### config.mk
export PLATFORM = sky130hd
export DESIGN_NAME = mem_port_arbiter
export DESIGN_NICKNAME = d
export VERILOG_FILES = /design/src/rtl/mem_port_arbiter.sv
export SDC_FILE = /design/constraint.sdc
export NUM_CORES = 1
export LEC_CHECK = 0
export CAP_MARGIN = 5
export CORE_AREA = 5 5 103 105
export CTS_BUF_LIST = sky130_fd_sc_hd__clkbuf_4
export DETAILED_ROUTE_END_ITERATION = 8
export DIE_AREA = 0 0 108 110
export GPL_TIMING_DRIVEN = 1
export PLACE_DENSITY = 0.66
export SYNTH_ARGS = -nofsm -noshare
export SYNTH_HDL_FRONTEND = slang
export SYNTH_SLANG_ARGS = --single-unit
### constraint.sdc
create_clock -name clk -period 2.8 [get_ports clk]
set_input_delay 0.7 -clock clk [delete_from_list [all_inputs] [get_ports clk]]
set_output_delay 0.7 -clock clk [all_outputs]
set_load 0.05 [all_outputs]
### src/rtl/mem_port_arbiter.sv
// Round-robin arbiter for the shared 32-bit memory port: fetch (0) vs data (1),
// one transaction at a time, with a bounded burst so neither side starves.

module mux_32_bit (
   input  logic        sel,
   input  logic [31:0] in_0,
   input  logic [31:0] in_1,
   output logic [31:0] y
);
   assign y = sel ? in_1 : in_0;
endmodule

module mem_port_arbiter #(
   parameter int HOLD_MAX = 4,
   parameter int CNT_W    = 3
) (
   input  logic        clk,
   input  logic        rst,
   input  logic        req_0,
   input  logic        req_1,
   input  logic [31:0] addr_0,
   input  logic [31:0] addr_1,
   input  logic [31:0] wdata_0,
   input  logic [31:0] wdata_1,
   input  logic        write_0,
   input  logic        write_1,
   input  logic        mem_ready,
   input  logic [31:0] mem_rdata,
   output logic        gnt_0,
   output logic        gnt_1,
   output logic        ack_0,
   output logic        ack_1,
   output logic [31:0] rdata,
   output logic        mem_req,
   output logic [31:0] mem_addr,
   output logic [31:0] mem_wdata,
   output logic        mem_write,
   output logic        select
);
   typedef enum logic [1:0] {IDLE, BUSY_0, BUSY_1} state_t;

   localparam logic [CNT_W-1:0] HOLD_LAST = CNT_W'(HOLD_MAX - 1);

   state_t           state;
   logic             last;
   logic [CNT_W-1:0] burst_cnt;
   logic             own_req;
   logic             oth_req;

   // In a BUSY state select always names the owner, so it doubles as the owner index.
   assign own_req = select ? req_1 : req_0;
   assign oth_req = select ? req_0 : req_1;

   always_ff @(posedge clk) begin
      if (rst) begin
         state     <= IDLE;
         select    <= 1'b0;
         last      <= 1'b1;
         burst_cnt <= '0;
      end else begin
         case (state)
            IDLE: begin
               // On a tie, the side not served last wins.
               if (req_0 && (!req_1 || last)) begin
                  state     <= BUSY_0;
                  select    <= 1'b0;
                  burst_cnt <= '0;
               end else if (req_1) begin
                  state     <= BUSY_1;
                  select    <= 1'b1;
                  burst_cnt <= '0;
               end
            end
            BUSY_0, BUSY_1: begin
               if (mem_ready) begin
                  if (oth_req && (!own_req || burst_cnt == HOLD_LAST)) begin
                     state     <= select ? BUSY_0 : BUSY_1;
                     select    <= ~select;
                     burst_cnt <= '0;
                     last      <= select;
                  end else if (own_req) begin
                     // Saturate while the other side is quiet; no wrap-around.
                     if (burst_cnt != HOLD_LAST)
                        burst_cnt <= burst_cnt + CNT_W'(1);
                  end else begin
                     state     <= IDLE;
                     burst_cnt <= '0;
                     last      <= select;
                  end
               end
            end
            default: begin
               state     <= IDLE;
               select    <= 1'b0;
               burst_cnt <= '0;
            end
         endcase
      end
   end

   assign gnt_0   = (state == BUSY_0);
   assign gnt_1   = (state == BUSY_1);
   assign mem_req = gnt_0 | gnt_1;

   // A transaction caught by reset is abandoned, so it must not ack.
   assign ack_0 = gnt_0 & mem_ready & ~rst;
   assign ack_1 = gnt_1 & mem_ready & ~rst;
   assign rdata = mem_rdata;

   mux_32_bit u_addr_mux (
      .sel  (select),
      .in_0 (addr_0),
      .in_1 (addr_1),
      .y    (mem_addr)
   );

   mux_32_bit u_wdata_mux (
      .sel  (select),
      .in_0 (wdata_0),
      .in_1 (wdata_1),
      .y    (mem_wdata)
   );

   assign mem_write = select ? write_1 : write_0;
endmodule

Yosys cells after proc, flatten, opt, wreduce, memory -nomap -nowiden

Cells that the tools add are included.

Memories kept: 0
Flip-flop bits (word level): 7
Logic and storage cells: 60
Bits in read-only memories: 0
Bits of input ports: 167
Output and inout bits: 103
RAM bits: 0
Latch bits: 0

Shifts and indexed selects: 0
Bitwise logic cells: 7
Add/subtract/negate cells: 1
Divide/modulo/power cells: 0
Multiplexer cells: 26
Reduce and logical (&&, ||, !) cells: 12
$mul: 0
Magnitude comparators: 0
Equality and inequality tests: 10

Operator list:

| cell                | count |
|---|---|
| $mux 32             | 2 |
| $mux 3              | 6 |
| $mux 2              | 6 |
| $reduce_and 3->1    | 4 |
| $mux 1              | 9 |
| $ne 3x3->1 const B  | 2 |
| $pmux 3 s2          | 1 |
| $and 1x1->1         | 4 |
| $ne 2x2->1 const B  | 2 |
| $ne 4x4->1 const B  | 1 |
| $pmux 2 s2          | 1 |
| $add 3x1->3 const B | 1 |
| $eq 3x2->1 const B  | 1 |
| $ne 3x2->1 const B  | 1 |
| $eq 2x1->1 const B  | 1 |
| $eq 2x2->1 const B  | 1 |
| $logic_and 1x1->1   | 2 |
| $logic_not 1->1     | 2 |
| $logic_not 2->1     | 1 |
| $logic_or 1x1->1    | 2 |
| $ne 2x1->1 const B  | 1 |
| $not 1->1           | 2 |
| $pmux 1 s2          | 1 |
| $reduce_or 2->1     | 1 |
| $or 1x1->1          | 1 |

Logic depth before layout (Yosys ltp)

Gate-level depths: netlist of run 1.

Depth in word-level cells: 7
Mapped depth: 8
Depth with buffers taken out: 6

By module

A second synthesis of run 1 with hierarchy kept.

Cell total of the unflattened synthesis: 174
Area, all modules: 1,891.8 um^2

Modules (own cells, without submodules):

| module           | times used | area each (um^2) | cells an instance |
|---|---|---|---|
| mux_32_bit       | 2          | 544.3            | 36 |
| mem_port_arbiter | 1          | 803.3            | 102 |

Worst setup path before layout of run 1

Ideal clock, no wire load.

Path type: flip-flop to output port
Start point: register select
End point: output port mem_addr[10]
Arrival time: 1,691 ps
Required time: 2,100 ps
Cell stages (with the launch flop): 5
Path slack: 409 ps
Cell sequence: dfxtp_1 -> buf_6 -> buf_2 -> buf_2 -> mux2_2

Word-level cells in the longest chain between the ends: 1

RTL lines:

| what                   | RTL line | source |
|---|---|---|
| start, declared        | 38       | `output logic select` |
| start signal, assigned | 78       | `select <= ~select;` |
| $mux 32                | 10       | `assign y = sel ? in_1 : in_0;` |
| end, declared          | 35       | `output logic [31:0] mem_addr,` |

No other way between the ends.

Final worst setup path of run 1

Start point: input port rst
End point: output port ack_1

Word-level cells in the longest chain between the ends: 2

RTL lines:

| what            | RTL line | source |
|---|---|---|
| start, declared | 18       | `input logic rst,` |
| $not 1->1       | 107      | `assign ack_1 = gnt_1 & mem_ready & ~rst;` |
| $and 1x1->1     | 107      |  |
| end, declared   | 32       | `output logic ack_1,` |

No other way between the ends.

==> flow_summary.json, run 1 <==
{
  "synth_edf_count": 0,
  "drt_pre_antenna_iters": 4,
  "seq_power_share": 0.044,
  "synth-main-ff-cell": "dfxtp_1",
  "worstRegToRegCells": 6,
  "cts_tree": "built",
  "pwr-share-comb": 0.926,
  "drtAntennaViolNets": 0,
  "slowest_stage": "clkdlybuf4s50_1",
  "intPower_mw": 1.55,
  "clk_pin_slew_ns": 0.05,
  "syn_inst": 174,
  "syn-num-nets": 347,
  "die_y_um": 110,
  "cts_sinks": 7,
  "cp_max_fo": 7,
  "cp.depth": 4,
  "tightest_slew_ns": 0.504,
  "max_clock_freq_mhz": 395,
  "finalHoldViolCount": 0,
  "grt_max_degree": 42,
  "grt_pass1_wl_um": 9900,
  "yosysSeqAreaShare": 0.0897,
  "setup_tns_ns": 0,
  "crit_end": "ack_1",
  "cts_setup_buffers": 0,
  "finalNetCount": 515,
  "diodes": 0,
  "crit_start": "rst",
  "clkPwrFrac": 0.030,
  "syn_to_final_growth_pct": 142,
  "dieArea_mm2": 0.0119,
  "fin_crit_ns": 2.53,
  "outcome": "complete, no violations",
  "num_rows": 36,
  "path_cells": "clkdlybuf4s50_1, inv_1, and3_1, buf_12",
  "yosysUniqueCellTypes": 33,
  "die_x_um": 108,
  "synth_warnings": 0,
  "grt_pass1_vias": 2032,
  "num_vias": 1969,
  "leakagePower_nw": 1.50,
  "clockBufferDepth": 2,
  "cts_hold_buf": 0,
  "critPathRequiredTime_ns": 2.10,
  "drt_iter0_markers": 95,
  "avgSynthCellArea_um2": 8.98,
  "cts_resized": 0,
  "skew_ns": 0.00633,
  "hp-class": "reg2reg",
  "ctsHtreeMaxLevel": 1,
  "place_congestion": 0.804,
  "numCtsBuffers": 3,
  "dp_hpwl_um": 6420,
  "crit_family": "buffers and inverters",
  "ios": 270,
  "clock_latency_ns": 0.25,
  "r2r_slack_ns": 0.85,
  "p_switching_mw": 1.81,
  "grt_usage": 0.104,
  "worstSetupStartpointType": "input pin",
  "wl_per_cell_um": 15.2,
  "worst_hold_slack_ns": 0.504,
  "design.core.area_mm2": 0.00955,
  "irDropWorstVdd_v": 0.000355,
  "rsz0062_at_grt": "no",
  "viasPerCell": 4.15,
  "period_share": 0.903,
  "final_layout_size_suffix_gt1_frac": 0.416,
  "path_buf_inv": 3,
  "antenna_found_initial": 1,
  "dpl_cell_area_mm2": 0.00375,
  "fin_area_mm2": 0.00378,
  "worstReg2RegStart": "state[0]",
  "io_buffers": 205,
  "cp.arrival_ns": 1.83,
  "ys_ff_latch": 7,
  "relSlewSlack": 0.664,
  "drc_errors": 0,
  "final_cell_mix": "clkdlybuf4s50_1, mux2_2, buf_4, buf_12, nand2_1",
  "switching_share": 0.538,
  "postSynth.asyncResetShare": 0,
  "ctsRootBufferMaster": "clkbuf_4",
  "crit_type": "in2out",
  "power.density_mw_per_mm2": 889,
  "netlist_area_mm2": 0.00156,
  "detail_route.wirelength_um": 7220,
  "start_util": 0.164,
  "critPathMaxStageDelay_ns": 0.60,
  "max-cap-violations": 0,
  "drv_slew": 0,
  "overflow": 0,
  "rr_endpoint": "state[1]",
  "critPathCaptureType": "primary output",
  "setup_viol": 0,
  "mostFrequentLayoutCell": "clkdlybuf4s50_1"
}
per-layer routing:
metal | vias up | global-route usage | wire [um]
met1 | 873 | 0.112 | 2530
met3 | 18 | 0.0367 | 875
li1 | 928 | - | -
met5 | - | 0 | 13
met2 | 148 | 0.193 | 3680
met4 | 2 | 0.0289 | 125
sequential cells by signal, indices dropped and copies added (netlist names):
| signal | flops |
|---|---|
| burst_cnt | 3 |
| state | 2 |
| select | 1 |
| last | 1 |
tightest hold or removal path, stage by stage (launching register included):
cell      delay [ns]
dfxtp_1         0.31
o21ai_0         0.07
o311ai_0        0.08
power by group through the flow:
| stage | clock, mW | combinational (mW) | sequential (mW) |
|---|---|---|---|
| after floorplan | 0 | 2.03 | 0.172 |
| after global placement | 0 | 3.12 | 0.151 |
| after detailed placement | 0 | 3.14 | 0.152 |
| after CTS | 0.105 | 3.15 | 0.150 |
| after global routing | 0.108 | 3.24 | 0.153 |
| final | 0.100 | 3.11 | 0.149 |
synthesized netlist by cell type (2+ instances only):
cell type,number,area (um2)
buf_2,7,35.0
a31oi_1,2,12.5
buf_4,33,248
dfxtp_1,7,140
nand2_1,10,37.5
and3_1,2,12.5
nand3_1,2,10.0
inv_1,6,22.5
ha_1,6,75.1
o311ai_0,2,17.5
nor3_1,2,10.0
mux2_2,65,732
o21ai_0,2,10.0
mux2i_1,2,20.0
nand2b_1,2,12.5
buf_6,2,22.5
nand4_1,5,31.3
nor2_1,2,7.51
through the flow:
step                utilization  instances  worst slack (ns)  power, mW
floorplan                     -        174             0.409       2.20
global placement          0.393        470             0.301       3.27
detailed placement        0.393        470             0.290       3.29
CTS                       0.396        474             0.284       3.40
global route              0.396        474             0.220       3.50
finish                    0.396        474             0.271       3.36
final cells by class:
cell class,count,area (um2)
fill,948,5770
tap,133,166
sequential,7,141
multi-input combinational,117,1090
timing repair buffer,207,2330
clock buffer,4,30.0
inverter,6,22.5
how the worst min path moves through the flow:
stage,from,end,slack (ns),depth (start not counted)
after floorplan,burst_cnt[2],burst_cnt[2],0.46,2
after global placement,burst_cnt[2],burst_cnt[2],0.49,2
after detailed placement,last,last,0.49,2
after CTS,last,last,0.51,2
after global routing,state[0],state[0],0.54,2
final,last,last,0.50,2
logic make-up after synthesis:
| family | share of synthesized area |
|---|---|
| and+or+nand+nor | 0.100 |
| AOI/OAI and AO/OA | 0.0657 |
| buffers and inverters | 0.215 |
| muxes | 0.481 |
| adders and majority gates | 0.0480 |
| DFF | 0.0897 |
No activity file was read; power rests on OpenSTA's default activity.
==> inputs of run 2 (changes only) <==
TNS_END_PERCENT = 30   (was default)
==> results of run 2 <==
No change in the layout: final DEF, timing and power equal those of run 1.
==> inputs of run 3 (changes only) <==
CORE_AREA = 5 5 101 103   (was 5 5 103 105)
CTS_CLUSTER_SIZE = 25   (was default)
DIE_AREA = 0 0 106 108   (was 0 0 108 110)
PLACE_DENSITY = 0.72   (was 0.66)
SYNTH_HIERARCHICAL = 1   (was default)
==> flow_summary.json, run 3 <==
{
  "outcome": "complete, no violations",
  "drv_slew": 0,
  "clock_latency_ns": 0.26,
  "p_switching_mw": 1.99,
  "fin_crit_ns": 2.39,
  "cts_setup_buffers": 0,
  "drt_pre_antenna_iters": 4,
  "cts_tree": "built",
  "avgSynthCellArea_um2": 10.9,
  "io_buffers": 205,
  "dp_hpwl_um": 7720,
  "finalHoldViolCount": 0,
  "cp.arrival_ns": 1.69,
  "synthTopCellsByCount": "mux2_4, buf_4, nand2_1",
  "hold_depth": 2,
  "reg.largest.list": "burst_cnt: 3 flops, state: 2 flops",
  "finalNetCount": 517,
  "rr_endpoint": "state[1]",
  "drtAntennaViolNets": 0,
  "path_buf_inv": 3,
  "ys_ff_latch": 7,
  "wl_per_cell_um": 18.9,
  "period_share": 0.852,
  "min_from": "burst_cnt[2]",
  "synth.top_cell.area_share": 0.476,
  "drt_iter0_markers": 93,
  "cts_resized": 0,
  "largest_register_ff_count": 3,
  "worstReg2RegStart": "state[0]",
  "place_worst_setup_slack_ns": 0.401,
  "max-cap-violations": 0,
  "clockBufferDepth": 2,
  "numCtsBuffers": 3,
  "grt_pass1_wl_um": 12200,
  "critPathMaxStageDelay_ns": 0.42,
  "worstSetupStartpointType": "input pin",
  "synth-main-ff-cell": "dfxtp_1",
  "syn_to_final_growth_pct": 132,
  "netlist_area_mm2": 0.00189,
  "final_core_util": 0.483,
  "antenna_found_initial": 0,
  "power.density_mw_per_mm2": 929,
  "critPathRequiredTime_ns": 2.10,
  "relSlewSlack": 0.654,
  "synth_warnings": 6,
  "dpl_cell_area_mm2": 0.00437,
  "tightest_slew_ns": 0.517,
  "ios": 270,
  "grt_max_degree": 24,
  "num_vias": 1995,
  "synth_area_leaders": "mux2_4, buf_4, dfxtp_1, buf_12, ha_1",
  "syn-num-nets": 347,
  "crit_type": "in2out",
  "final_cell_mix": "clkdlybuf4s50_1, buf_12, mux2_4, nand2_1",
  "intPower_mw": 2.10,
  "synth_edf_count": 0,
  "viasPerCell": 4.39,
  "start_util": 0.208,
  "die_x_um": 106,
  "mostFrequentLayoutCell": "clkdlybuf4s50_1",
  "yosysMostFrequentCell": "mux2_4",
  "pwr-share-comb": 0.918,
  "place_congestion": 0.885,
  "hp-class": "reg2reg",
  "clk_pin_slew_ns": 0.05,
  "drc_errors": 0,
  "yosysUniqueCellTypes": 35,
  "max_clock_freq_mhz": 419,
  "yosysSeqAreaShare": 0.0741,
  "num_rows": 35,
  "irDropWorstVdd_v": 0.000516,
  "setup_viol": 0,
  "diodes": 0,
  "top_register": "burst_cnt",
  "grt_pass1_vias": 2082,
  "fill_cells": 804,
  "design.core.area_mm2": 0.00911,
  "critPathCaptureType": "primary output",
  "setup_ws_ns": 0.413,
  "synth_area_leader_cell": "mux2_4",
  "clkPwrFrac": 0.026,
  "min_to": "burst_cnt[2]",
  "postSynth.asyncResetShare": 0,
  "worstRegToRegCells": 6,
  "setup_tns_ns": 0,
  "fin_area_mm2": 0.00440,
  "slowest_stage": "clkdlybuf4s50_1",
  "grt_usage": 0.136,
  "rsz0062_at_grt": "no",
  "cts_hold_buf": 0,
  "dieArea_mm2": 0.0114,
  "cts_sinks": 7,
  "die_y_um": 108,
  "path_cells": "clkdlybuf4s50_1, inv_1, and3_1, buf_12",
  "crit_family": "buffers and inverters",
  "cp_max_fo": 7,
  "ctsRootBufferMaster": "clkbuf_4",
  "seq_power_share": 0.056,
  "syn_inst": 174,
  "final_layout_size_suffix_gt1_frac": 0.423,
  "r2r_slack_ns": 0.81,
  "leakagePower_nw": 1.87,
  "ctsHtreeMaxLevel": 1,
  "overflow": 0,
  "switching_share": 0.487,
  "skew_ns": 0.00414,
  "detail_route.wirelength_um": 8570
}
[run 3: cell count changes in the layout (fill, tap and decap cells not counted), moves of 30 or more]
| cell | before | now |
|---|---|---|
| buf_12 | 35 | 67 |
| buf_4 | 36 | 6 |
| mux2_2 | 65 | 5 |
| mux2_4 | 0 | 60 |
[run 3: final cells by class]
class	count	area (um2)	share of cell area
tap	111	139	0.0316
inverter	6	22.5	0.00512
multi-input combinational	117	1320	0.299
clock buffer	4	30.0	0.00683
sequential	7	144	0.0327
timing repair buffer	209	2750	0.625
[run 3: layer usage]
metal  global-route usage  vias up  part of all wire
li1                     -      929                 -
met1                0.148      931              0.36
met2                0.253      129              0.53
met3               0.0507        6              0.11
met4               0.0241        0            0.0083
met5                    0        -                 0
[run 3: how the worst max path moves through the flow]
| stage | startpoint | endpoint | slack [ns] | cells after the start |
|---|---|---|---|---|
| 2_1_floorplan | select | mem_addr[0] | 0.60 | 3 |
| 3_3_place_gp | rst | ack_1 | 0.42 | 4 |
| 3_5_place_dp | rst | ack_1 | 0.40 | 4 |
| 4_1_cts | rst | ack_1 | 0.40 | 4 |
| 5_1_grt | select | mem_addr[12] | 0.36 | 3 |
| 6_report | rst | ack_1 | 0.41 | 4 |
[run 3: worst min-delay path, cell delays in order, from the launching register on]
cell and delay [ns]:
dfxtp_1 0.32, nand2_1 0.06, a31oi_1 0.07
[run 3: cells by family after synthesis]
family	share of synthesized area
mux	0.517
buf+inv	0.231
simple gates	0.0847
compound gates	0.0542
flops	0.0741
fa+ha+maj	0.0397
[run 3: power groups by stage]
stage               clock, mW  combinational (mW)  sequential (mW)
floorplan                   0                2.44            0.182
global placement            0                3.74            0.231
detailed placement          0                3.77            0.232
CTS                     0.107                3.78            0.231
global route            0.112                3.87            0.240
finish                  0.107                3.75            0.228
[run 3: metrics by stage]
step | hold slack, ns | std cells | total power, mW
3_3_place_gp | 0.470 | 450 | 3.97
5_1_grt | 0.520 | 454 | 4.22
6_report | 0.494 | 454 | 4.09
2_1_floorplan | 0.458 | 174 | 2.63
4_1_cts | 0.499 | 454 | 4.11
3_5_place_dp | 0.491 | 450 | 4.00
